===== src/rtl/key_scan.sv =====
`default_nettype none
// ============================================================================
// Module   : key_scan
// Brief    : Keypad row scanner and debouncer. Walks the row select through
//            rows 0..2 and samples the key decoder once per row. It resolves
//            one key per scan frame and commits a change after DEBOUNCE_CNT
//            identical frames.
// Revision : 1.0 - initial release
// ============================================================================
module key_scan #(
  parameter int SCAN_DIV     = 1024,
  parameter int DEBOUNCE_CNT = 4
) (
  input  logic       clk,
  input  logic       rst_n,
  input  logic       press,
  input  logic [3:0] scan_code,
  output logic [2:0] sel,
  output logic [3:0] key_code,
  output logic       key_valid,
  output logic       key_held
);

  localparam int                DIV_W    = (SCAN_DIV > 1) ? $clog2(SCAN_DIV) : 1;
  localparam int                STAB_W   = $clog2(DEBOUNCE_CNT + 1);
  localparam logic [DIV_W-1:0]  DIV_LAST = DIV_W'(SCAN_DIV - 1);
  localparam logic [STAB_W-1:0] STAB_MAX = STAB_W'(DEBOUNCE_CNT);
  localparam logic [3:0]        NONE     = 4'hF;

  typedef enum logic [1:0] {
    IDLE        = 2'd0,
    PRESS_WAIT  = 2'd1,
    HELD        = 2'd2,
    CHANGE_WAIT = 2'd3
  } state_t;

  state_t              state, state_n;
  logic [DIV_W-1:0]    div;
  logic                captured;
  logic [3:0]          frame_code;
  logic [3:0]          cand, cand_n;
  logic [STAB_W-1:0]   stab, stab_n;
  logic                sample, frame_end, commit, valid_n;
  logic [3:0]          res;

  // Sample point is the last dwell cycle of each row; frame ends on row 2.
  assign sample    = (div == DIV_LAST);
  assign frame_end = sample && (sel == 3'd2);
  // The last row's own sample still counts toward this frame's result.
  assign res       = (sample && press && !captured) ? scan_code : frame_code;

  // Row divider and row select: advance the row after its sample cycle.
  always_ff @(posedge clk or negedge rst_n) begin
    if (!rst_n) begin
      div <= '0;
      sel <= 3'd0;
    end else if (sample) begin
      div <= '0;
      sel <= (sel == 3'd2) ? 3'd0 : sel + 3'd1;
    end else begin
      div <= div + DIV_W'(1);
    end
  end

  // First pressed row of the frame wins; cleared when the frame closes.
  always_ff @(posedge clk or negedge rst_n) begin
    if (!rst_n) begin
      captured   <= 1'b0;
      frame_code <= NONE;
    end else if (frame_end) begin
      captured   <= 1'b0;
      frame_code <= NONE;
    end else if (sample && press && !captured) begin
      captured   <= 1'b1;
      frame_code <= scan_code;
    end
  end

  // Candidate tracking: count consecutive identical frame results.
  always_comb begin
    cand_n = cand;
    stab_n = stab;
    if (frame_end) begin
      if (res == cand) begin
        stab_n = (stab == STAB_MAX) ? stab : stab + STAB_W'(1);
      end else begin
        cand_n = res;
        stab_n = STAB_W'(1);
      end
    end
  end

  assign commit = frame_end && (stab_n == STAB_MAX) && (cand_n != key_code);

  // Candidate and stability counter registers.
  always_ff @(posedge clk or negedge rst_n) begin
    if (!rst_n) begin
      cand <= NONE;
      stab <= '0;
    end else begin
      cand <= cand_n;
      stab <= stab_n;
    end
  end

  // Key FSM next state; a commit that lands in HELD is a new key press.
  always_comb begin
    state_n = state;
    valid_n = 1'b0;
    case (state)
      IDLE: begin
        if (frame_end && res != NONE)
          state_n = commit ? HELD : PRESS_WAIT;
      end
      PRESS_WAIT: begin
        if (commit)
          state_n = HELD;
        else if (frame_end && res == NONE)
          state_n = IDLE;
      end
      HELD: begin
        if (frame_end && res != key_code) begin
          if (commit)
            state_n = (cand_n == NONE) ? IDLE : HELD;
          else
            state_n = CHANGE_WAIT;
        end
      end
      CHANGE_WAIT: begin
        if (commit)
          state_n = (cand_n == NONE) ? IDLE : HELD;
        else if (frame_end && res == key_code)
          state_n = HELD;
      end
      default: state_n = IDLE;
    endcase
    valid_n = commit && (state_n == HELD);
  end

  // FSM state register.
  always_ff @(posedge clk or negedge rst_n) begin
    if (!rst_n) state <= IDLE;
    else        state <= state_n;
  end

  // Registered outputs: committed key, held level and one-cycle pulse.
  always_ff @(posedge clk or negedge rst_n) begin
    if (!rst_n) begin
      key_code  <= NONE;
      key_held  <= 1'b0;
      key_valid <= 1'b0;
    end else begin
      key_valid <= valid_n;
      if (commit) begin
        key_code <= cand_n;
        key_held <= (cand_n != NONE);
      end
    end
  end

endmodule
`default_nettype wire


===== config.mk =====
export PLATFORM = sky130hd
export DESIGN_NAME = key_scan
export DESIGN_NICKNAME = d
export VERILOG_FILES = /design/src/rtl/key_scan.sv
export SDC_FILE = /design/constraint.sdc
export NUM_CORES = 1
export LEC_CHECK = 0
export BUFFER_PORTS_ARGS = -buffer_cell sky130_fd_sc_hd__clkbuf_2
export CORE_MARGIN = 5
export CORE_UTILIZATION = 40
export DETAILED_ROUTE_END_ITERATION = 10
export PLACE_DENSITY = 0.59
export RECOVER_POWER = 100
export REMOVE_ABC_BUFFERS = 1
export SLEW_MARGIN = 25
export SYNTH_ARGS = -nofsm -noshare
export SYNTH_HDL_FRONTEND = slang
export SYNTH_SLANG_ARGS = --single-unit
export TNS_END_PERCENT = 5

===== constraint.sdc =====
create_clock -name clk -period 3.63 [get_ports clk]
set_input_delay 0.1815 -clock clk [delete_from_list [all_inputs] [get_ports clk]]
set_output_delay 0.1815 -clock clk [all_outputs]
set_load 0.005 [all_outputs]

**Yosys cells after proc, flatten, opt, wreduce, memory -nomap -nowiden**

Index checks and enable logic that the tools add are counted.

- Reductions and logical operators: 13
- Equality and inequality tests: 16
- Multiplexer cells: 21
- Add/subtract/negate cells: 3

Operators by type and width:

| cell | count |
|---|---|
| $mux W2 | 9 |
| $mux W4 | 4 |
| $mux W3 | 4 |
| $add A10 B1 Y10 const B | 1 |
| $eq A10 B10 Y1 const B | 1 |
| $logic_and A1 B1 Y1 | 10 |
| $mux W10 | 1 |
| $eq A4 B4 Y1 | 2 |
| $eq A4 B4 Y1 const B | 2 |
| $ne A4 B4 Y1 | 2 |
| $ne A4 B4 Y1 const B | 2 |
| $pmux W2 S4 | 1 |
| $add A3 B1 Y3 const B | 2 |
| $eq A2 B2 Y1 const B | 3 |
| $eq A3 B3 Y1 const B | 2 |
| $eq A3 B2 Y1 const B | 1 |
| $eq A2 B1 Y1 const B | 1 |
| $logic_not A2 Y1 | 1 |
| $mux W1 | 2 |
| $reduce_bool A2 Y1 | 1 |
| $logic_not A1 Y1 | 1 |

- Logic and storage cells: 63
- Bits in registers: 33

**Longest topological paths before layout**

- Depth after elaboration: 15
- Depth in mapped cells: 9
- Gate-level depth less buffers: 9

**Worst setup path before layout**

No wires, ideal clock.

- Kind: register to register
- Start point: register div[0]
- End point: register key_code[1]
- Arrival time: 2.463 ns
- Cell stages (with the launch flop): 8
- Required time: 3.548 ns
- Path slack: 1.085 ns
- Path buffers: 0
- Path through: dfrtp_1 > ha_1 > nand4_2 > nor4_4 > mux2i_1 > a221o_1 > a311oi_4 > mux2_4

- Word-level cells in the longest chain between the ends: 10
- Elaborated cells on any way between the ends: 14

Ends and longest elaborated chain:

| item | line | RTL |
|---|---|---|
| from (decl) | 38 | `logic [DIV_W-1:0] div;` |
| from (signal assigned) | 61 | `div <= div + DIV_W'(1);` |
| $eq A10 B10 Y1 * | 47 | `assign sample = (div == DIV_LAST);` |
| $logic_and A1 B1 Y1 (2 in series) | 50 | `assign res = (sample && press && !captured) ? scan_code : frame_code;` |
| $mux W4 | -- |  |
| $eq A4 B4 Y1 | 84 | `if (res == cand) begin` |
| $mux W3 | 84 |  |
| $mux W3 | 83 | `if (frame_end) begin` |
| $eq A3 B3 Y1 | 93 | `assign commit = frame_end && (stab_n == STAB_MAX) && (cand_n != key_code);` |
| $logic_and A1 B1 Y1 (2 in series) | 93 |  |
| to (signal assigned) | 155 | `key_code <= cand_n;` |
| to (decl) | 19 | `output logic [3:0] key_code,` |

Mark *: on every way between the ends. The rest lies on a longest branch, timed or not.
A chain may end at the register's enable or synchronous reset.

**Final worst setup path**

- Start point: register div[0]
- End point: register key_code[3]

The elaborated chain is that of the path after synthesis.

==> metrics.txt <==
clk buf depth 2; chip height 80.35 µm; Placer Congestion 0.7964; Die Area 6455 µm²; initial antenna violation count 0; final wirelength 4.414 mm; CTS resizes 0; n_diodes 0; largest net degree at the start of global routing 34; status finished, violations left; most frequent cell after synthesis dfrtp_1; hold-critical path depth 3; synth warn 0; Antenna Nets Post-Route 0; post-CTS setup buffer count 0; Filler cells 482; Cell Area, Synth 1979 µm²; worst-case clock skew 9.723 ps; Cell Rows 25; largest cells by area after synthesis dfrtp_1 27%, dfstp_2 16%, mux2i_1 5.6%; crit-path max FO 10; CP Capture Type flop; Starting Density 0.4163; met3 Track Usage GR 0.03924; WS Path Type reg -> reg; Post-synth EDFFs 0; Yosys reg bits 33; IO Pins 16; Core Footprint 4755 µm²; r2r endpoint key_code[3]; Final Setup Violations 0; TNS Setup 0 ps; final worst-path cycle share 0.8772; CTS clk-pin slew, worst paths 70 ps; drt via density 5.481; Slew Limit Fails 34; TritonCTS buffer count 5; Final Hold Vio Count 0; busiest grt layer met2; H-tree depth 2; drt drc 0; worst r2r src div[0]; DR iter-0 viols 104; Layout area overhead 10.87%; chip width 80.35 µm; vias 1573; WL/cell 15.38 µm; TritonRoute pass-1 iters 6; Max Fclk 314.0 MHz; cells on worst reg2reg path 7; number of max-cap violations 1; met2 Resource Use GR 0.2326; unrepaired setup endpoints after global routing false; IO Port Bufs 15; clk sink count 33; CP Launch Type flop; PwrDens 330.0 nW/µm²; clk_lat worst skew 280 ps; TritonCTS clock tree built; Synth area leader dfrtp_1; hold buffer count at cts 0; sequential fraction of the synthesis area 0.4248; HP Class in -> reg; slew margin rel. -0.1437; violated checks capacitance limit, slew limit; maximum vdd drop 0.0001621 V; top cell type's share of synthesized area 0.2655; nets@finish 229; DP HPWL 3.180 mm; hold path start press; Worst-Margin Slew 1716 ps; All-Layer GR Usage 0.1513; Root Driver clkbuf_8; Leak Pwr 0.9372 nW; Most used DFF post-synth dfrtp_1; minimum clock period 3184 ps; R2R setup slack 450 ps; Synth top cells by count 21 x dfrtp_1, 20 x nor2_1, 13 x a21oi_1, 12 x dfstp_2; grt total ovfl 0; layout cell share with drive strength beyond 1 0.1727; vias in the first global route 1504; ys async rst share 1.000; CP arrival 3400 ps; hold endpoint captured; mean post-synth cell area 9.947 µm²; worst hold slack 214.7 ps; Netlist cell types 50; Synth Instances 199; met1 usage 0.2077; first-pass GRT wire length 7.527 mm; Critical Path RT 3840 ps
logic make-up after synthesis:
family	after synthesis	synth area share
AO/OA/AOI/OAI	46	0.1644
flip-flops	33	0.4248
buffers and inverters	16	0.03034
adder cells (fa/ha/maj)	3	0.01897
XOR/XNOR	18	0.07965
AND/OR/NAND/NOR	68	0.1997
multiplexers	15	0.08218
flip-flops by register name (all words and copies together), names as in the netlist:
signal      count
div            10
cand            4
frame_code      4
key_code        4
sel             3
stab            3
state           2
captured        1
key_held        1
key_valid       1
where the power goes:
| part | switching [W] | total (W) | internal (W) |
|---|---|---|---|
| logic | 0.0000310 | 0.0000529 | 0.0000219 |
| registers | 0.0000101 | 0.000385 | 0.000375 |
| clock network | 0.000132 | 0.000287 | 0.000155 |
| total | 0.000173 | 0.000724 | 0.000551 |
worst max path at each step:
| stage | cells past startpoint | slack, ps | end | from |
|---|---|---|---|---|
| floorplan | 7 | 890 | key_code[1] | div[0] |
| global placement | 7 | 680 | key_code[3] | div[0] |
| detailed placement | 7 | 690 | key_code[3] | div[0] |
| CTS | 7 | 670 | key_code[3] | div[0] |
| global route | 7 | 240 | key_code[3] | div[0] |
| finish | 7 | 450 | key_code[3] | div[0] |
cell usage in the layout (no fill, tap or decap), types with 2 or more instances in the layout:
cell type | netlist | layout
a2111oi_0 | 2 | 2
a21oi_1 | 13 | 13
a31oi_1 | 2 | 2
clkbuf_1 | 5 | 6
clkbuf_2 | 0 | 13
clkbuf_8 | 0 | 6
dfrtp_1 | 21 | 21
dfstp_1 | 0 | 4
dfstp_2 | 12 | 8
ha_1 | 3 | 3
inv_1 | 11 | 11
mux2_2 | 2 | 2
mux2i_1 | 11 | 11
nand2_1 | 9 | 9
nand2b_1 | 4 | 4
nand3_1 | 11 | 11
nand3b_1 | 2 | 2
nand4_1 | 6 | 7
nor2_1 | 20 | 20
nor2b_1 | 2 | 2
nor3_1 | 2 | 2
o21ai_0 | 9 | 9
o221ai_1 | 2 | 2
o22ai_1 | 2 | 2
o31ai_1 | 2 | 2
xnor2_1 | 8 | 8
xor2_1 | 10 | 10
per-stage QoR:
stage | instances | total power, W | area (µm²) | util | worst slack [ps]
after floorplan | 194 | 0.0004197 | 1961 | - | 894.8
after global placement | 279 | 0.0004475 | 2142 | 0.4505 | 678.8
after detailed placement | 279 | 0.0004480 | 2142 | 0.4505 | 688.6
after CTS | 287 | 0.0007371 | 2232 | 0.4695 | 673.0
after global routing | 287 | 0.0007580 | 2195 | 0.4616 | 243.6
final | 287 | 0.0007243 | 2195 | 0.4616 | 445.7
per-layer routing:
metal	vias to the layer above	share of wire
li1	771	-
met1	752	0.49
met2	45	0.44
met3	5	0.051
met4	0	0.013
met5	-	0
area by class of cell:
cell class              count  area, µm²  share of cell area
multi-input cells         150       1051              0.4789
flip-flops and latches     33      840.8              0.3831
repair buffers             18      87.58             0.03991
well taps                  67      83.83             0.03820
clock buffers               8      90.09             0.04105
inverters                  11      41.29             0.01881
critical path, stage by stage, from the launching register on:
cell and delay [ps]:
dfrtp_1 380, ha_1 220, nand4_1 240, nor4_4 590, mux2i_1 300, a221o_1 370, a311oi_2 630, mux2_1 390
No activity file was read; power rests on OpenSTA's default activity.
